--- src/rtl/johnson_counter_param.sv ---
`default_nettype none
// ============================================================================
// Module   : johnson_counter_param
// Purpose  : N-bit Johnson (twisted-ring) counter with enable, up/down
//            direction, sanitised parallel load, state index and wrap pulse.
//            Optional one-hot state decode output enabled by the macro
//            JOHNSON_DECODE_EN.
// Revision : 1.0 - initial release
// ============================================================================
module johnson_counter_param #(
    parameter int WIDTH = 4,
    parameter int IDX_W = $clog2(2*WIDTH)
) (
    input  logic             clk,
    input  logic             reset,
    input  logic             en,
    input  logic             dir,
    input  logic             load,
    input  logic [WIDTH-1:0] load_val,
    output logic [WIDTH-1:0] dout,
    output logic [IDX_W-1:0] state_idx,
    output logic             wrap,
    output logic             load_err
`ifdef JOHNSON_DECODE_EN
    ,
    output logic [2*WIDTH-1:0] dec
`endif
);

    localparam logic [WIDTH-1:0] c_ONE      = WIDTH'(1);
    localparam logic [IDX_W-1:0] c_IDX_ONE  = IDX_W'(1);
    localparam logic [IDX_W-1:0] c_IDX_LAST = IDX_W'(2*WIDTH-1);

    logic [WIDTH-1:0] r_dout;
    logic [IDX_W-1:0] r_idx;
    logic             r_wrap;
    logic             r_err;

    logic [WIDTH-1:0] w_inv;
    logic [WIDTH-1:0] w_val_p1;
    logic [WIDTH-1:0] w_inv_p1;
    logic [IDX_W-1:0] w_pop;
    logic             w_legal;
    logic [WIDTH-1:0] w_dout_nxt;
    logic [IDX_W-1:0] w_idx_nxt;
    logic             w_wrap_nxt;
    logic             w_err_nxt;

    // A value is legal when it (or its complement) is a low-aligned run of ones.
    assign w_inv    = ~load_val;
    assign w_val_p1 = load_val + c_ONE;
    assign w_inv_p1 = w_inv + c_ONE;
    assign w_legal  = ((load_val & w_val_p1) == '0) || ((w_inv & w_inv_p1) == '0);

    always_comb begin
        w_pop = '0;
        for (int i = 0; i < WIDTH; i++) begin
            w_pop = w_pop + IDX_W'(load_val[i]);
        end
    end

    always_comb begin
        w_dout_nxt = r_dout;
        w_idx_nxt  = r_idx;
        w_wrap_nxt = 1'b0;
        w_err_nxt  = 1'b0;
        if (load) begin
            if (w_legal) begin
                w_dout_nxt = load_val;
                // 2*WIDTH - pop, written so 2*WIDTH never has to fit in IDX_W
                w_idx_nxt  = load_val[WIDTH-1] ? (c_IDX_LAST - w_pop + c_IDX_ONE) : w_pop;
            end else begin
                w_dout_nxt = '0;
                w_idx_nxt  = '0;
                w_err_nxt  = 1'b1;
            end
        end else if (en) begin
            if (dir) begin
                w_dout_nxt = {r_dout[WIDTH-2:0], ~r_dout[WIDTH-1]};
                w_wrap_nxt = (r_idx == c_IDX_LAST);
                w_idx_nxt  = w_wrap_nxt ? '0 : (r_idx + c_IDX_ONE);
            end else begin
                w_dout_nxt = {~r_dout[0], r_dout[WIDTH-1:1]};
                w_wrap_nxt = (r_idx == '0);
                w_idx_nxt  = w_wrap_nxt ? c_IDX_LAST : (r_idx - c_IDX_ONE);
            end
        end
    end

    always_ff @(posedge clk) begin
        if (reset) begin
            r_dout <= '0;
            r_idx  <= '0;
            r_wrap <= 1'b0;
            r_err  <= 1'b0;
        end else begin
            r_dout <= w_dout_nxt;
            r_idx  <= w_idx_nxt;
            r_wrap <= w_wrap_nxt;
            r_err  <= w_err_nxt;
        end
    end

    assign dout      = r_dout;
    assign state_idx = r_idx;
    assign wrap      = r_wrap;
    assign load_err  = r_err;

`ifdef JOHNSON_DECODE_EN
    localparam logic [2*WIDTH-1:0] c_DEC_ONE = (2*WIDTH)'(1);

    logic [2*WIDTH-1:0] r_dec;

    // Decoded from the next index so it lands on the same edge as dout.
    always_ff @(posedge clk) begin
        if (reset) begin
            r_dec <= c_DEC_ONE;
        end else begin
            r_dec <= c_DEC_ONE << w_idx_nxt;
        end
    end

    assign dec = r_dec;
`endif

endmodule
`default_nettype wire
--- config.mk ---
export PLATFORM = sky130hd
export DESIGN_NAME = johnson_counter_param
export DESIGN_NICKNAME = d
export VERILOG_FILES = /design/src/rtl/johnson_counter_param.sv
export SDC_FILE = /design/constraint.sdc
export NUM_CORES = 1
export LEC_CHECK = 0
export BUFFER_PORTS_ARGS = -buffer_cell sky130_fd_sc_hd__buf_4
export CORE_MARGIN = 2
export CORE_UTILIZATION = 40
export CTS_CLUSTER_SIZE = 20
export DETAILED_ROUTE_END_ITERATION = 10
export PLACE_DENSITY = 0.58
export SYNTH_ARGS = -nofsm -noshare
export SYNTH_HDL_FRONTEND = slang
export SYNTH_SLANG_ARGS = --single-unit
export TNS_END_PERCENT = 100
--- constraint.sdc ---
create_clock -name clk -period 2.35 [get_ports clk]
set_input_delay 0.47 -clock clk [delete_from_list [all_inputs] [get_ports clk]]
set_output_delay 0.47 -clock clk [all_outputs]
set_load 0.03 [all_outputs]
==> impl_metrics.json, run 1 <==
{
  "async_flop_share": 0,
  "routed_wl_mm": 1.628,
  "synth.net_count": 106,
  "tightest_slew_ps": 381.2,
  "ys_seq_area_frac": 0.2357,
  "fin_nets": 125,
  "cp-endpoint": "state_idx[2]",
  "die_x_um": 47.72,
  "antenna_found_initial": 0,
  "seqPwrFrac": 0.368,
  "p_leak_nw": 0.4460,
  "grt_first_pass_wirelength_mm": 2.787,
  "initial_core_util": 0.4333,
  "finalHoldViolations": 0,
  "ctsResizeCount": 0,
  "insertedDiodeCount": 0,
  "dp_hpwl_mm": 1.275,
  "yosysTopAreaCellShare": 0.2357,
  "cts_setup_buffers": 0,
  "crit_path_end_kind": "flip-flop",
  "switching_power_uw": 178.4,
  "switching_share": 0.3659,
  "coreArea_mm2": 0.001764,
  "maxCapViolCount": 0,
  "clkPwrFrac": 0.261,
  "syn_inst": 85,
  "status": "finished clean",
  "drive_gt1_frac": 0.2524,
  "cp.required_ps": 2530,
  "overflow": 0,
  "synth.distinct_cells": 31,
  "drtIter0Drc": 7,
  "tns_ps": 0,
  "grt_usage": 0.1792,
  "synth_common_cells": "ha_1 (11), dfxtp_1 (9), nand2_1 (9), inv_1 (8), nor3_1 (5)",
  "clk-insertion-delay-late_ps": 270,
  "htree_levels": 1,
  "setup_viol": 0,
  "hold_class": "primary input to flip-flop",
  "skew_ps": 5.729,
  "grt_max_degree": 13,
  "ctsHoldBuffers": 0,
  "slew_headroom": 0.7441,
  "viasPerCell": 5.227,
  "synth_edf_count": 0,
  "netlist_area_um2": 764.5,
  "critPathArrivalTime_ps": 2190,
  "num-fill-cells": 194,
  "clkTransAtPathRegs_ps": 60,
  "clk_path_buf_depth": 2,
  "area_growth_pct": 21.60,
  "dieArea_mm2": 0.002277,
  "period_needed_ps": 2013,
  "cts_root_buffer": "clkbuf_4",
  "pin_count": 18,
  "maxSlewViolCount": 0,
  "start_kind": "primary input",
  "vdd_drop_max_uv": 347.3,
  "drc": 0,
  "finalCritPeriodShare": 0.8566,
  "worst-r2r-setup-slack_ps": 880,
  "synth.area.top_cells": "dfxtp_1 (24%), ha_1 (18%), o41ai_2 (6.4%)",
  "maxClockFrequency_mhz": 496.8,
  "num_vias": 669,
  "cts_sinks": 9,
  "routabilityCongestion": 0.8287,
  "synth_area_leader_cell": "dfxtp_1",
  "combPwrFrac": 0.371,
  "rows": 15,
  "dr.pass1.iters": 4,
  "numCtsBuffers": 3,
  "r2r_end": "state_idx[0]",
  "portBuffers": 17,
  "grt_pass1_vias": 639,
  "fin_util": 0.5270,
  "rsz0062_at_grt": "false",
  "postSynthAreaPerCell_um2": 8.994,
  "cp_max_fo": 7,
  "synthFlopType": "dfxtp_1",
  "ant_nets": 0,
  "worst-setup-path-type": "primary input to flip-flop",
  "cts_tree": "done",
  "ys_warn_count": 0,
  "startpoint": "load_val[0]",
  "intPower_uw": 309.1,
  "die_h_um": 47.72,
  "powerDensity_mw_per_mm2": 524.4,
  "wl_per_cell_um": 12.72,
  "reg2regPathDepth": 7,
  "synth-seq-cells": 9,
  "synth_most_common_cell": "ha_1",
  "rr_startpoint": "state_idx[0]"
}
## layout by cell type, fill, tap and decap left out, types with 2 or more instances in the layout
cell       count
buf_4         17
ha_1          11
nand2_1        9
dfxtp_1        9
inv_1          8
nor3_1         5
nor2b_1        4
o41ai_2        3
mux2i_1        3
clkbuf_4       3
inv_2          2
nor2_1         2
o211ai_1       2
o2111ai_1      2
a211oi_1       2
o2bb2ai_1      2
nand2b_1       2
a311oi_1       2
o21ai_1        2
## power groups by stage
stage | clock network [mW] | logic [mW] | registers, mW
after floorplan | 0 | 0.0990 | 0.207
after global placement | 0 | 0.179 | 0.183
after detailed placement | 0 | 0.183 | 0.183
after CTS | 0.130 | 0.183 | 0.179
after global routing | 0.142 | 0.205 | 0.181
final | 0.127 | 0.181 | 0.179
## logic make-up (layout without fill, tap and decap cells)
family                     Yosys count  after routing  synth area share
muxes                                3              3           0.03928
DFF                                  9              9            0.2357
buffers and inverters               13             31           0.07528
xor gates and xnor gates             1              1           0.01146
AOI/OAI and AO/OA                   21             21            0.2652
and+or+nand+nor                     26             26            0.1669
adders and majority gates           12             12            0.2062
## flip-flops by register name, summed over array words and instances (netlist names)
register	cells
load_err	1
state_idx	3
dout	4
wrap	1
## worst min path at each step
stage               slack [ps]    startpoint  cells after the start           end
detailed placement         610  state_idx[2]                      2  state_idx[2]
CTS                        480         reset                      2  state_idx[2]
floorplan                  600   load_val[0]                      2       dout[0]
finish                     480         reset                      2  state_idx[2]
global route               480         reset                      2  state_idx[1]
global placement           600  state_idx[2]                      2  state_idx[2]
## per-layer routing
metal / track usage / share of wire / vias up
met2: 0.2640 / 0.44 / 22
met1: 0.2426 / 0.46 / 304
met4: 0.03243 / 0 / 0
li1: - / - / 343
met5: 0 / 0 / -
met3: 0.08302 / 0.095 / 0
## critical path: stages
cell,delay [ps]
buf_4,140
fa_1,470
ha_1,190
ha_1,290
inv_1,50
ha_1,180
nor2b_1,130
xnor2_1,80
o41ai_2,180
## through the flow
stage | std cells | total power, mW | cell area, um^2 | setup WS (ps) | hold slack [ps]
2_1_floorplan | 85 | 0.3056 | 764.5 | 273.0 | 602.6
3_3_place_gp | 124 | 0.3617 | 903.4 | 74.02 | 604.2
3_5_place_dp | 124 | 0.3656 | 903.4 | 34.15 | 611.7
4_1_cts | 128 | 0.4928 | 929.6 | 317.8 | 478.6
5_1_grt | 128 | 0.5284 | 929.6 | 241.8 | 479.8
6_report | 128 | 0.4875 | 929.6 | 336.9 | 479.9
## final cells by class
class                   instances  area, um^2  share of cell area
inverters                      10       37.54             0.04038
flip-flops and latches          9       180.2              0.1938
well taps                      25       31.28             0.03365
multi-input cells              63       526.8              0.5666
repair buffers                 17       127.6              0.1373
clock buffers                   4       26.28             0.02826
(Power assumes the default switching activity.)
==> run 2: changes to the inputs <==
CORE_MARGIN = default   (was 2)
==> impl_metrics.json, run 2 (synthesis gave the netlist of run 1 again) <==
{
  "overflow": 0,
  "tns_ps": 0,
  "powerDensity_mw_per_mm2": 515.8,
  "grt_usage": 0.1720,
  "worstHoldStart": "reset",
  "htree_levels": 1,
  "fin_util": 0.5312,
  "p_leak_nw": 0.4508,
  "skew_ps": 2.063,
  "clkTransAtPathRegs_ps": 60,
  "rr_startpoint": "state_idx[0]",
  "wl_per_cell_um": 12.24,
  "slowest_stage": "fa_1",
  "layout_common_cells": "buf_4 (18), ha_1 (11), nand2_1 (9), dfxtp_1 (9), inv_1 (8)",
  "critPathArrivalTime_ps": 2160,
  "dp_hpwl_mm": 1.236,
  "grt_max_degree": 13,
  "cp_max_fo": 7,
  "finalHoldViolations": 0,
  "period_needed_ps": 1991,
  "start_kind": "primary input",
  "insertedDiodeCount": 0,
  "numCtsBuffers": 3,
  "slew_headroom": 0.7488,
  "dr.pass1.iters": 4,
  "hold_class": "primary input to flip-flop",
  "setup_viol": 0,
  "cts_setup_buffers": 0,
  "ant_nets": 0,
  "ctsHoldBuffers": 0,
  "pin_count": 18,
  "drive_gt1_frac": 0.2596,
  "die_x_um": 45.72,
  "ctsResizeCount": 0,
  "area_growth_pct": 22.59,
  "cts_sinks": 9,
  "coreArea_mm2": 0.001764,
  "crit_path_end_kind": "flip-flop",
  "max_stage_delay_ps": 450,
  "startpoint": "load_val[1]",
  "maxCapViolCount": 0,
  "worstPathCellList": "buf_4 > fa_1 > ha_1 > ha_1 > inv_1 > ha_1 > nor2b_1 > xnor2_1 > o41ai_2",
  "dieArea_mm2": 0.002090,
  "vdd_drop_max_uv": 297.0,
  "finalCritPeriodShare": 0.8473,
  "rsz0062_at_grt": "false",
  "status": "finished clean",
  "drc": 0,
  "largest_reg_flops": 4,
  "worst-setup-path-type": "primary input to flip-flop",
  "viasPerCell": 5.225,
  "portBuffers": 17,
  "cts_tree": "done",
  "initial_core_util": 0.4333,
  "clk-insertion-delay-late_ps": 260,
  "maxClockFrequency_mhz": 502.2,
  "layout_commonest_cell": "buf_4",
  "crit_path_frequent_cell": "ha_1",
  "routabilityCongestion": 0.8044,
  "grt_pass1_vias": 569,
  "fin_nets": 126,
  "routed_wl_mm": 1.579,
  "cp.required_ps": 2520,
  "grt_first_pass_wirelength_mm": 2.518,
  "rows": 15,
  "die_h_um": 45.72,
  "drtIter0Drc": 6,
  "clk_path_buf_depth": 2,
  "num_vias": 674,
  "antenna_found_initial": 0,
  "cts_root_buffer": "clkbuf_4",
  "tightest_slew_ps": 374.3,
  "maxSlewViolCount": 0
}
-- run 2: cell count changes in the layout (fill, tap and decap cells not counted) --
cell   change
buf_4      +1
-- run 2: area by class of cell --
class / count / area (um^2)
well taps: 25 / 31.28
inverters: 10 / 37.54
flip-flops and latches: 9 / 180.2
repair buffers: 18 / 135.1
fillers: 192 / 827.0
multi-input cells: 63 / 526.8
clock buffers: 4 / 26.28
-- run 2: report_power, final --
part	switching, mW	internal, mW	total (mW)
Combinational	0.103	0.0777	0.180
Clock	0.0577	0.0657	0.123
Sequential	0.0134	0.166	0.180
Total	0.174	0.310	0.483
-- run 2: layer usage --
| layer | global-route usage | vias to the layer above | wire, um |
|---|---|---|---|
| met3 | 0.05952 | 2 | 77 |
| li1 | - | 345 | - |
| met4 | 0.05294 | 0 | 13 |
| met2 | 0.2657 | 14 | 673 |
| met1 | 0.2246 | 313 | 815 |
| met5 | 0 | - | 0 |
-- run 2: per-stage QoR --
step	hold WS, ps	power, mW	cells	cell area, um^2	setup WS (ps)
3_3_place_gp	607.9	0.3627	125	910.9	79.76
2_1_floorplan	602.6	0.3056	85	764.5	273.0
3_5_place_dp	621.6	0.3655	125	910.9	69.00
5_1_grt	479.9	0.5187	129	937.1	279.2
4_1_cts	468.2	0.4916	129	937.1	346.6
6_report	478.7	0.4834	129	937.1	358.8
-- run 2: path summary, 6_finish.rpt --
path                   to  slack, ps  cells past startpoint
max          state_idx[2]        360                      9
min          state_idx[0]        480                      2
max reg2reg  state_idx[1]        870                      7
min reg2reg  state_idx[2]        630                      2
-- run 2: critical path: cells and delay by family --
family / cells / cell delay (ps)
xor+xnor: 1 / 90
buf+inv: 2 / 180
fa+ha+maj: 4 / 1110
compound gates: 1 / 180
simple gates: 1 / 130
==> run 3: changes to the inputs <==
PLACE_DENSITY = 0.61   (was 0.58)
clock period = 1.65 ns   (was 2.35 ns; I/O delays follow)
==> impl_metrics.json, run 3 (synthesis gave the netlist of run 1 again) <==
{
  "largest_reg_flops": 4,
  "cts_root_buffer": "clkbuf_4",
  "grt_max_degree": 13,
  "cts_sinks": 9,
  "finalHoldViolations": 0,
  "cp-endpoint": "state_idx[2]",
  "drc": 0,
  "overflow": 0,
  "cp_max_fo": 2,
  "r2r_end": "state_idx[1]",
  "critPathArrivalTime_ps": 1900,
  "clk_path_buf_depth": 2,
  "drive_gt1_frac": 0.3333,
  "dr.pass1.iters": 4,
  "coreArea_mm2": 0.001764,
  "antenna_found_initial": 0,
  "fin_nets": 130,
  "finalCritPeriodShare": 1.052,
  "maxClockFrequency_mhz": 576.0,
  "layout_common_cells": "buf_4 (20), nand2_1 (9), dfxtp_1 (9)",
  "layout_commonest_cell": "buf_4",
  "wl_met2_um": 790,
  "hold_class": "primary input to flip-flop",
  "p_leak_nw": 0.4704,
  "violations": "negative setup slack",
  "rsz0062_at_grt": "true",
  "routed_wl_mm": 1.642,
  "grt_usage": 0.1783,
  "maxSlewViolCount": 0,
  "rr_startpoint": "state_idx[0]",
  "vdd_drop_max_uv": 443.3,
  "wl_met3_um": 83,
  "switching_share": 0.3540,
  "tns_ps": -156.3,
  "clkTransAtPathRegs_ps": 70,
  "htree_levels": 1,
  "viasPerCell": 5.338,
  "rows": 15,
  "clk-insertion-delay-late_ps": 250,
  "drtIter0Drc": 13,
  "startpoint": "load_val[3]",
  "powerDensity_mw_per_mm2": 717.1,
  "wl_per_cell_um": 12.35,
  "tightest_slew_ps": 363.6,
  "clkPwrFrac": 0.238,
  "dp_hpwl_mm": 1.308,
  "grt_first_pass_wirelength_mm": 2.635,
  "start_kind": "primary input",
  "num_vias": 710,
  "area_growth_pct": 31.42,
  "seqPwrFrac": 0.353,
  "setup_viol": 2,
  "numCtsBuffers": 3,
  "regArea_um2": 180.2,
  "period_needed_ps": 1736,
  "initial_core_util": 0.4333,
  "status": "finished, violations left",
  "multi_input_area_um2": 556.8,
  "worst-r2r-setup-slack_ps": 190,
  "combPwrFrac": 0.409,
  "finalWorstSetupSlack_ps": -86.09,
  "intPower_uw": 465.4,
  "wl_met1_um": 754,
  "insertedDiodeCount": 0,
  "cts_tree": "done",
  "dieArea_mm2": 0.002090,
  "portBuffers": 17,
  "p_total_uw": 720.5,
  "num-fill-cells": 179,
  "worst-setup-path-type": "primary input to flip-flop",
  "die_x_um": 45.72,
  "slew_headroom": 0.7571,
  "routed.top_layer": "met4",
  "routabilityCongestion": 0.8083,
  "switching_power_uw": 255.1,
  "ant_nets": 0,
  "reg2regPathDepth": 7,
  "skew_ps": 2.285,
  "grt_pass1_vias": 614,
  "pin_count": 18,
  "crit_path_end_kind": "flip-flop",
  "die_h_um": 45.72,
  "maxCapViolCount": 0,
  "cts_setup_buffers": 0,
  "cp.required_ps": 1820
}
[run 3: worst min path at each step]
stage            startpoint  depth (start not counted)           end  slack (ps)
5_1_grt               reset                          2  state_idx[0]         350
4_1_cts               reset                          2  state_idx[0]         340
3_5_place_dp          reset                          2  state_idx[0]         610
2_1_floorplan   load_val[0]                          2       dout[0]         460
3_3_place_gp   state_idx[2]                          2  state_idx[2]         600
6_report              reset                          2  state_idx[0]         340
[run 3: metrics by stage]
stage / hold WS (ps) / area, um^2 / utilization / worst slack, ps / instances
after floorplan: 462.6 / 792.0 / - / -274.1 / 85
after global placement: 604.0 / 968.4 / 0.5489 / -420.7 / 129
after detailed placement: 610.8 / 968.4 / 0.5489 / -444.3 / 129
after CTS: 342.0 / 1002 / 0.5681 / -129.9 / 133
after global routing: 348.7 / 1005 / 0.5695 / -169.9 / 133
final: 345.0 / 1005 / 0.5695 / -86.09 / 133
[run 3: area by class of cell]
class,instances,share of cell area
Timing Repair Buffer,22,0.1719
Tap cell,25,0.03113
Multi-Input combinational cell,63,0.5542
Inverter,10,0.03736
Clock buffer,4,0.02615
Sequential cell,9,0.1793
[run 3: per-layer routing]
metal  global-route usage  vias to the layer above
met1               0.2212                      338
met5                    0                        -
met2               0.3057                       17
li1                     -                      353
met3              0.03968                        2
met4              0.05294                        0
[run 3: power by group through the flow]
stage               combinational, mW  clock, mW  sequential, mW
floorplan                       0.157          0           0.294
CTS                             0.298      0.176           0.255
finish                          0.295      0.171           0.254
global route                    0.327      0.191           0.257
global placement                0.284          0           0.260
detailed placement              0.295          0           0.260
[run 3: repair_timing]
item / CTS / global route
resized for setup: 2 / 1
hold buffers: 0 / 0
endpoints found under the setup margin: 2 / 2
hold endpoints to repair: 0 / 0
pin swaps: 4 / 1
[run 3: worst max-delay path, cell delays in order]
cell	delay [ps]
buf_6	100
fa_1	470
ha_2	200
ha_4	270
inv_2	40
ha_4	140
nor2b_2	110
xnor2_1	70
o41ai_2	180
